<file path="src/rtl/uart_pkg.sv">
// Shared UART definitions: receive FSM states, parity encodings, divisor
// floor and the register map used by the register block.
package uart_pkg;

  typedef enum logic [2:0] {
    RX_IDLE,
    RX_START,
    RX_DATA,
    RX_PARITY,
    RX_STOP
  } rx_state_e;

  localparam logic [1:0] PAR_NONE = 2'b00;
  localparam logic [1:0] PAR_ODD  = 2'b01;

  // Smallest usable bit period minus one; smaller divisors are clamped up.
  localparam int MIN_DIV = 3;

  // Register addresses (byte offsets) shared with the register block.
  localparam logic [7:0] REG_TX_DATA = 8'h00;
  localparam logic [7:0] REG_RX_DATA = 8'h04;
  localparam logic [7:0] REG_STATUS  = 8'h08;
  localparam logic [7:0] REG_CONFIG  = 8'h0C;
  localparam logic [7:0] REG_BAUD    = 8'h10;

endpackage

</file>
<file path="src/rtl/uart_rx_sampler.sv">
// rx_in front end: synchronizer, falling-edge detect and, when
// UART_RX_MAJORITY_VOTE_EN is defined, a 2-of-3 majority vote.
//   clk, rst_n : clock, async active-low reset
//   rx_in      : raw serial input (idle high)
//   rx_s       : synchronized line (last synchronizer stage)
//   fall       : rx_s went 1 -> 0 this cycle
//   rx_vote    : (vote build only) majority of rx_s over the last 3 cycles
module uart_rx_sampler #(
  parameter int SYNC_STAGES = 2
) (
  input  logic clk,
  input  logic rst_n,
  input  logic rx_in,
  output logic rx_s,
`ifdef UART_RX_MAJORITY_VOTE_EN
  output logic rx_vote,
`endif
  output logic fall
);

  logic [SYNC_STAGES-1:0] sync_q;
  logic                   prev_q;

  always_ff @(posedge clk or negedge rst_n) begin
    if (!rst_n) begin
      sync_q <= '1;
      prev_q <= 1'b1;
    end else begin
      sync_q <= {sync_q[SYNC_STAGES-2:0], rx_in};
      prev_q <= rx_s;
    end
  end

  assign rx_s = sync_q[SYNC_STAGES-1];
  assign fall = prev_q & ~rx_s;

`ifdef UART_RX_MAJORITY_VOTE_EN
  // Vote over cnt-1, cnt, cnt+1: evaluated at cnt+1, so rx_s is the late
  // sample and the two flops hold the nominal and early samples.
  logic prev2_q;

  always_ff @(posedge clk or negedge rst_n) begin
    if (!rst_n) prev2_q <= 1'b1;
    else        prev2_q <= prev_q;
  end

  assign rx_vote = (rx_s & prev_q) | (rx_s & prev2_q) | (prev_q & prev2_q);
`endif

endmodule

</file>
<file path="src/rtl/uart_rx_deserializer.sv">
// UART receive path: recovers start/data/parity/stop frames from rx_in and
// holds one byte plus error flags until the register block acks it.
// Optional build macro: UART_RX_MAJORITY_VOTE_EN (2-of-3 vote per sample,
// decisions land one clock after the nominal point).
//   clk, rst_n     : clock, async active-low reset
//   enable         : receiver enable; low aborts any frame in flight
//   baud_divisor   : bit period = divisor+1 clocks (floor MIN_DIV)
//   data_bits      : data bits minus 1; stop_bits: 0=1, 1=2 stop bits
//   parity_config  : 00 none, 01 odd, 1x even
//   rx_in          : serial input, idle high
//   data_out/data_valid/data_ack : held byte, level valid, consume strobe
//   parity_err/frame_err/overrun_err : flags belonging to the held byte
//   busy           : a frame is being received
module uart_rx_deserializer
  import uart_pkg::*;
#(
  parameter int SYNC_STAGES = 2,
  parameter int DIV_W       = 16
) (
  input  logic             clk,
  input  logic             rst_n,
  input  logic             enable,
  input  logic [DIV_W-1:0] baud_divisor,
  input  logic [2:0]       data_bits,
  input  logic             stop_bits,
  input  logic [1:0]       parity_config,
  input  logic             rx_in,
  output logic [7:0]       data_out,
  output logic             data_valid,
  input  logic             data_ack,
  output logic             parity_err,
  output logic             frame_err,
  output logic             overrun_err,
  output logic             busy
);

  logic rx_s, fall, smp;

`ifdef UART_RX_MAJORITY_VOTE_EN
  logic rx_vote;
  // Decision taken one clock late; the counter restarts at 1 so the late
  // offset does not accumulate across bits.
  localparam logic [DIV_W-1:0] SOFF = DIV_W'(1);
  uart_rx_sampler #(.SYNC_STAGES(SYNC_STAGES)) u_smp (
    .clk(clk), .rst_n(rst_n), .rx_in(rx_in), .rx_s(rx_s), .rx_vote(rx_vote), .fall(fall)
  );
  assign smp = rx_vote;
`else
  localparam logic [DIV_W-1:0] SOFF = '0;
  uart_rx_sampler #(.SYNC_STAGES(SYNC_STAGES)) u_smp (
    .clk(clk), .rst_n(rst_n), .rx_in(rx_in), .rx_s(rx_s), .fall(fall)
  );
  assign smp = rx_s;
`endif

  rx_state_e        state_q, state_d;
  logic [DIV_W-1:0] cnt_q, cnt_d, div_q, div_d;
  logic [2:0]       bit_idx_q, bit_idx_d, db_q, db_d;
  logic             sb_q, sb_d, stop2_q, stop2_d;
  logic [1:0]       par_q, par_d;
  logic [7:0]       shift_q, shift_d;
  logic             pe_pend_q, pe_pend_d, fe_pend_q, fe_pend_d;
  logic             done;

  logic [7:0]       data_out_q;
  logic             valid_q, pe_q, fe_q, oe_q;

  logic [DIV_W-1:0] d_eff, half_t, bit_t;
  logic             par_exp;

  assign d_eff   = (baud_divisor < DIV_W'(MIN_DIV)) ? DIV_W'(MIN_DIV) : baud_divisor;
  assign half_t  = (div_q >> 1) + SOFF;
  assign bit_t   = div_q + SOFF;
  // Unused upper shift bits are cleared at frame start, so a full XOR works.
  assign par_exp = (^shift_q) ^ (par_q == PAR_ODD);

  always_ff @(posedge clk or negedge rst_n) begin
    if (!rst_n) begin
      state_q   <= RX_IDLE;
      cnt_q     <= '0;
      div_q     <= DIV_W'(MIN_DIV);
      db_q      <= 3'd7;
      sb_q      <= 1'b0;
      par_q     <= PAR_NONE;
      bit_idx_q <= '0;
      shift_q   <= '0;
      pe_pend_q <= 1'b0;
      fe_pend_q <= 1'b0;
      stop2_q   <= 1'b0;
    end else begin
      state_q   <= state_d;
      cnt_q     <= cnt_d;
      div_q     <= div_d;
      db_q      <= db_d;
      sb_q      <= sb_d;
      par_q     <= par_d;
      bit_idx_q <= bit_idx_d;
      shift_q   <= shift_d;
      pe_pend_q <= pe_pend_d;
      fe_pend_q <= fe_pend_d;
      stop2_q   <= stop2_d;
    end
  end

  always_comb begin
    state_d   = state_q;
    cnt_d     = cnt_q + DIV_W'(1);
    div_d     = div_q;
    db_d      = db_q;
    sb_d      = sb_q;
    par_d     = par_q;
    bit_idx_d = bit_idx_q;
    shift_d   = shift_q;
    pe_pend_d = pe_pend_q;
    fe_pend_d = fe_pend_q;
    stop2_d   = stop2_q;
    done      = 1'b0;
    case (state_q)
      RX_IDLE: begin
        cnt_d = '0;
        if (enable && fall) begin
          // Frame config is captured here so mid-frame writes can't corrupt it.
          div_d     = d_eff;
          db_d      = data_bits;
          sb_d      = stop_bits;
          par_d     = parity_config;
          shift_d   = '0;
          pe_pend_d = 1'b0;
          fe_pend_d = 1'b0;
          stop2_d   = 1'b0;
          state_d   = RX_START;
        end
      end
      RX_START: if (cnt_q == half_t) begin
        if (smp) state_d = RX_IDLE;  // glitch, not a start bit
        else begin
          cnt_d     = SOFF;
          bit_idx_d = '0;
          state_d   = RX_DATA;
        end
      end
      RX_DATA: if (cnt_q == bit_t) begin
        cnt_d            = SOFF;
        shift_d[bit_idx_q] = smp;
        if (bit_idx_q == db_q) state_d = (par_q != PAR_NONE) ? RX_PARITY : RX_STOP;
        else                   bit_idx_d = bit_idx_q + 3'd1;
      end
      RX_PARITY: if (cnt_q == bit_t) begin
        cnt_d = SOFF;
        if (smp != par_exp) pe_pend_d = 1'b1;
        state_d = RX_STOP;
      end
      RX_STOP: if (cnt_q == bit_t) begin
        cnt_d = SOFF;
        if (!smp) fe_pend_d = 1'b1;
        if (sb_q && !stop2_q) stop2_d = 1'b1;
        else begin
          // Back to IDLE mid-stop-bit so a back-to-back start edge is caught.
          done    = 1'b1;
          state_d = RX_IDLE;
        end
      end
      default: state_d = RX_IDLE;
    endcase
    if (!enable) begin
      state_d = RX_IDLE;
      cnt_d   = '0;
      done    = 1'b0;
    end
  end

  always_ff @(posedge clk or negedge rst_n) begin
    if (!rst_n) begin
      data_out_q <= '0;
      valid_q    <= 1'b0;
      pe_q       <= 1'b0;
      fe_q       <= 1'b0;
      oe_q       <= 1'b0;
    end else if (done) begin
      data_out_q <= shift_d;
      valid_q    <= 1'b1;
      pe_q       <= pe_pend_d;
      fe_q       <= fe_pend_d;
      oe_q       <= valid_q & ~data_ack;  // an ack this cycle frees the slot
    end else if (data_ack && valid_q) begin
      valid_q <= 1'b0;
      pe_q    <= 1'b0;
      fe_q    <= 1'b0;
      oe_q    <= 1'b0;
    end
  end

  assign data_out    = data_out_q;
  assign data_valid  = valid_q;
  assign parity_err  = pe_q;
  assign frame_err   = fe_q;
  assign overrun_err = oe_q;
  assign busy        = (state_q != RX_IDLE);

endmodule

</file>
<file path="config.mk">
export PLATFORM = sky130hd
export DESIGN_NAME = uart_rx_deserializer
export DESIGN_NICKNAME = d
export VERILOG_FILES = /design/src/rtl/uart_pkg.sv /design/src/rtl/uart_rx_sampler.sv /design/src/rtl/uart_rx_deserializer.sv
export SDC_FILE = /design/constraint.sdc
export NUM_CORES = 1
export LEC_CHECK = 0
export CAP_MARGIN = 20
export CORE_MARGIN = 10
export CORE_UTILIZATION = 50
export CTS_BUF_LIST = sky130_fd_sc_hd__clkbuf_16
export CTS_CLUSTER_DIAMETER = 60
export CTS_CLUSTER_SIZE = 16
export DETAILED_ROUTE_END_ITERATION = 7
export PLACE_DENSITY = 0.77
export SLEW_MARGIN = 0
export SYNTH_ARGS = -nofsm -noshare
export SYNTH_HDL_FRONTEND = slang
export SYNTH_SLANG_ARGS = --single-unit
</file>
<file path="constraint.sdc">
create_clock -name clk -period 2.1 [get_ports clk]
set_clock_uncertainty 0.15 [all_clocks]
set_input_delay 0.42 -clock clk [delete_from_list [all_inputs] [get_ports clk]]
set_output_delay 0.42 -clock clk [all_outputs]
set_load 0.005 [all_outputs]
</file>
==> results of run 1 <==
==> critical path: cells and delay by family, from the launching register on <==
kind | cells | cell delay [ps]
compound gates | 1 | 250
xor+xnor | 1 | 160
buf+inv | 2 | 350
flops | 1 | 390
simple gates | 3 | 830
==> synth_stat cells (2+ instances only) <==
master	number	area, um2
buf_6	4	45.0
clkbuf_1	6	22.5
and3_1	2	12.5
buf_2	7	35.0
nand4_1	5	31.3
o31ai_1	3	22.5
a31oi_1	2	12.5
o22a_1	2	17.5
xor2_1	29	254
nand3_1	7	35.0
ha_1	2	25.0
a32o_1	2	20.0
nor3_1	2	10.0
o21ai_0	8	40.0
nor4_1	13	81.3
nor2_1	24	90.1
dfrtp_1	62	1550
dfstp_2	8	210
nor2b_1	5	31.3
a21o_1	6	45.0
nand2b_1	4	25.0
inv_1	8	30.0
nand2_1	26	97.6
a21oi_2	9	78.8
a21oi_1	10	50.1
mux2i_1	3	30.0
mux2_2	21	236
nor3_2	4	40.0
and2_1	15	93.8
xnor2_1	28	245
==> flip-flops by register name (all words and copies together), names as in the netlist <==
signal,count
cnt_q,16
div_q,16
data_out,8
shift_q,8
bit_idx_q,3
db_q,3
state_q,3
par_q,2
u_smp.sync_q,2
data_valid,1
fe_pend_q,1
frame_err,1
overrun_err,1
parity_err,1
pe_pend_q,1
sb_q,1
stop2_q,1
u_smp.prev_q,1
==> per-stage QoR <==
stage | power (mW) | util | setup TNS [ps] | hold slack, ps | setup WS (ps)
floorplan | 2.74 | - | -1.52 | -25.6 | -1.52
global placement | 3.37 | 0.623 | -3230 | 196 | -146
detailed placement | 3.41 | 0.623 | -4210 | 198 | -156
CTS | 5.06 | 0.682 | -2490 | 211 | -131
global route | 5.39 | 0.707 | -6150 | 212 | -215
finish | 5.13 | 0.707 | -2990 | 208 | -144
==> power breakdown <==
part           switching, mW  internal [mW]
clock network          0.556           1.03
logic                  0.763          0.928
registers              0.204           1.65
total                   1.52           3.61
==> per-layer routing <==
metal	up-vias	wire length, um	track usage
li1	1386	-	-
met1	1403	4090	0.201
met2	61	4170	0.259
met3	13	369	0.0332
met4	0	175	0.0745
met5	-	0	0
==> worst min-delay path by stage <==
stage	end	slack (ps)	cells after the start
final	u_smp.sync_q[1]	210	0
after floorplan	bit_idx_q[0]	-30	0
after global routing	u_smp.sync_q[1]	210	0
after detailed placement	u_smp.sync_q[1]	200	0
after global placement	u_smp.sync_q[1]	200	0
after CTS	u_smp.sync_q[1]	210	0
==> timing repair <==
item,4_1_cts,5_1_grt
pin swaps,9,17
hold endpoints to repair,62,0
buffers inserted,2,7
hold buffers,1,0
resized for setup,18,28
setup endpoints to repair,41,43
cloned,0,1
==> logic make-up after synthesis <==
| family | after synthesis | share of synthesized area |
|---|---|---|
| AOI/OAI and AO/OA | 53 | 0.106 |
| DFF | 70 | 0.475 |
| and+or+nand+nor | 114 | 0.168 |
| adders and majority gates | 2 | 0.00674 |
| xor gates and xnor gates | 57 | 0.134 |
| muxes | 24 | 0.0718 |
| buffers and inverters | 27 | 0.0391 |
==> cell type report <==
type / instances / area share
clock buffers: 9 / 0.0439
clock inverters: 7 / 0.0176
inverters: 8 / 0.00586
multi-input cells: 250 / 0.386
flip-flops and latches: 70 / 0.344
well taps: 99 / 0.0242
repair buffers: 101 / 0.178
==> results.yml, run 1 <==
place:
  gp_congestion: 0.846
  place_inst: 517
  dp_hpwl_mm: 6.20
  placed_cell_area_um2: 4520
  port_buffers: 39
timing:
  fin_crit_sh: 1.07
  timing.final.crit_period_ps: 2240
  finalMaxSlewViolations: 0
  postLayoutSetupSlackWorst_ps: -144
  tightest_slew_ps: 449
  slew_headroom: 0.698
  setup_viol: 35
  finalHoldViolCount: 0
  max_freq_mhz: 446
  rsz0062_at_grt: "true"
grt:
  overflow: 0
  grt.total_usage: 0.160
  grt_pass1_vias: 3022
  grt_pass1_wl_mm: 14.8
  antenna_found_initial: 0
  grt_max_degree: 71
min_path:
  hold_path.class: "reg2reg"
  hold_start: "u_smp.sync_q[0]"
critical_path:
  cp_data_arrival_time_ps: 2320
  r2r_slack_ps: -140
  required_ps: 2170
  crit_path_top_delay_cell: "or4_1"
  crit_path_end_kind: "flop"
  ff2ff_path_depth: 7
  path_cells: "xor2_1, nor4_1, buf_4, nand4_4, buf_6, or4_1, a32o_1"
  r2r-end: "shift_q[7]"
  crit_start: "div_q[9]"
  worstReg2RegStart: "div_q[9]"
  crit_end: "shift_q[7]"
  cp_max_fo: 7
  path_class: "reg2reg"
  start_kind: "flop"
  crit_path_max_incr_delay_ps: 400
run_status:
  outcome: "finished with violations"
  violations: "setup timing"
yosys:
  ys_ff_latch: 70
  synthArstFlopShare: 1.00
  yosysSeqAreaShare: 0.475
  ys_warn_count: 0
  synth_area_um2: 3710
  synth-edff-count: 0
  syn_inst: 347
  avgSynthCellArea_um2: 10.7
  synth_ff_type: "dfrtp_1"
  ys_types: 50
  syn_nets: 376
drt:
  dr_total_vias: 2863
  drc_errors: 0
  wl_per_cell_um: 16.2
  finalWirelength_mm: 8.80
  ant_nets: 0
  viasPerCell: 5.26
  drt-initial-drc-count: 193
  drt_first_pass_iters: 4
clocking:
  path_clk_slew_ps: 50
  cts_max_level: 3
  cts_buffer_depth: 2
  cts_root_buffer: "clkbuf_16"
  tritoncts: "yes"
  insertion_delay_ps: 330
  cts_sinks: 70
  cts_buffers: 9
floorplanning:
  dieWidth_um: 106
  start_util: 0.512
  num_rows: 31
  die-area_um2: 11300
  die_h_um: 106
  core_area_um2: 7250
  io_pins: 40
cells_and_area:
  nets: 469
  regArea_um2: 1760
  final_cell_mix: "60 x dfrtp_1, 54 x buf_4, 37 x clkdlybuf4s50_1"
  fin_cells: 544
  drive_gt1_frac: 0.330
  multi_input_area_um2: 1980
  diodes: 0
  nFillCells: 498
  areaGrowthSynthToFinish_pct: 38.1
  layout_commonest_cell: "dfrtp_1"
  final_area_um2: 5120
job:
  maxCapViolCount: 0
power_and_ir_drop:
  power-per-cell-area_nw_per_um2: 1000
  power_leakage_nw: 2.27
  vdd_ir_drop_max_uv: 692
Power figures use the tool's default switching activity.
==> run 2: changes to the inputs <==
Settings changed: DONT_BUFFER_PORTS set to 1, PLACE_DENSITY 0.77 to 0.7.
==> run 2 against run 1 <==
  * The run ends with hold timing, setup timing left
  * Count of clock-buffer cells in the layout stayed put
  * Flip-flop and latch count did not move
  * Maximum frequency fell by 1.7%
  * Combinational power is 12% lower
  * Highest routed layer unchanged
  * Worst setup slack lost 38 ps
  * Critical endpoint unchanged
==> results.yml, run 2 (synthesized netlist as in run 1, its figures left out) <==
drt:
  dr_total_vias: 2697
  wl_per_cell_um: 16.5
  ant_nets: 0
  finalWirelength_mm: 8.28
  viasPerCell: 5.38
  drt-initial-drc-count: 81
  drt_first_pass_iters: 4
  drc_errors: 0
timing:
  finalHoldViolCount: 70
  finalMaxSlewViolations: 0
  holdWs_ps: -373
  rsz0062_at_grt: "true"
  fin_crit_sh: 1.09
  tightest_slew_ps: 411
  postLayoutSetupSlackWorst_ps: -181
  setup_viol: 36
  slew_headroom: 0.724
  max_freq_mhz: 438
  timing.final.crit_period_ps: 2280
clocking:
  tritoncts: "yes"
  insertion_delay_ps: 330
  cts_buffer_depth: 2
  cts_sinks: 70
  path_clk_slew_ps: 60
  cts_max_level: 3
  cts_root_buffer: "clkbuf_16"
  cts_buffers: 9
  cts_hold_buf: 1
cells_and_area:
  areaGrowthSynthToFinish_pct: 24.5
  utilization: 0.637
  top_regs: "cnt_q (16), div_q (16)"
  fin_cells: 501
  nets: 427
  diodes: 0
  drive_gt1_frac: 0.336
  final_cell_mix: "62 x dfrtp_1, 49 x buf_4, 29 x xor2_1"
  layout_commonest_cell: "dfrtp_1"
critical_path:
  worstReg2RegStart: "cnt_q[15]"
  crit_path_max_incr_delay_ps: 420
  crit_buf_inv: 1
  critPathTopFamily: "simple AND/OR/NAND/NOR gates"
  path_cells: "xor2_1, nor4_2, nand4_4, buf_6, or4_4, a32o_2"
  start_kind: "flop"
  crit_path_end_kind: "flop"
  crit_start: "cnt_q[15]"
  cp_max_fo: 4
  crit_path_top_delay_cell: "dfrtp_1"
  required_ps: 2170
  cp_data_arrival_time_ps: 2350
  path_class: "reg2reg"
place:
  port_buffers: 0
  dp_hpwl_mm: 6.03
  gp_congestion: 0.862
  place_inst: 479
grt:
  grt.total_usage: 0.154
  grt_pass1_vias: 2774
  antenna_found_initial: 0
  overflow: 0
  grt_pass1_wl_mm: 14.0
  grt_max_degree: 71
floorplanning:
  dieWidth_um: 106
  num_rows: 31
  start_util: 0.512
  core_area_um2: 7250
  die-area_um2: 11300
  die_h_um: 106
  io_pins: 40
power_and_ir_drop:
  vdd_ir_drop_max_uv: 745
  power-per-cell-area_nw_per_um2: 1040
  power_mw: 4.82
  power_leakage_nw: 2.04
min_path:
  hold_path.class: "in2async"
run_status:
  outcome: "finished with violations"
  violations: "hold timing, setup timing"
job:
  maxCapViolCount: 0
## run 2: path summary, 6_finish.rpt
path                       cells past startpoint  slack (ps)               to
max in group asynchronous                      0        1980     u_smp.prev_q
min                                            0        -370         div_q[2]
max                                            6        -180       shift_q[7]
min in group clk                               1          30      overrun_err
min reg2reg                                    0         200  u_smp.sync_q[1]
max reg2reg                                    6        -180       shift_q[7]
## run 2: cell type report
cell class	instances	area, um2
timing repair buffer	59	505
clock inverter	6	63.8
tap	99	124
clock buffer	9	225
multi-input combinational	250	1910
inverter	8	30.0
fill	583	2630
sequential	70	1760
## run 2: what timing repair did
item,CTS,global route
buffers inserted,1,4
gates cloned,0,1
gates resized for setup,18,15
hold endpoints to repair,71,70
setup endpoints to repair,41,54
pin swaps,7,6
## run 2: metrics by stage
step / hold slack (ps) / worst slack (ps) / cell area, um2 / setup TNS, ps
2_1_floorplan: -25.6 / -1.52 / 3710 / -1.52
3_3_place_gp: -23.6 / -166 / 4160 / -3070
3_5_place_dp: -23.6 / -192 / 4160 / -3940
4_1_cts: -382 / -150 / 4550 / -2690
5_1_grt: -382 / -254 / 4620 / -6290
6_report: -373 / -181 / 4620 / -2690
## run 2: per-layer routing
metal / GRT usage / vias to the layer above / wire, um
met4: 0.0735 / 0 / 170
met1: 0.200 / 1307 / 3810
met5: 0 / - / 0
li1: - / 1304 / -
met2: 0.235 / 71 / 3740
met3: 0.0423 / 15 / 557
## run 2: report_power, final
| group | switching [mW] | internal (mW) |
|---|---|---|
| registers | 0.215 | 1.65 |
| clock network | 0.563 | 0.909 |
| logic | 0.688 | 0.797 |
| total | 1.47 | 3.35 |
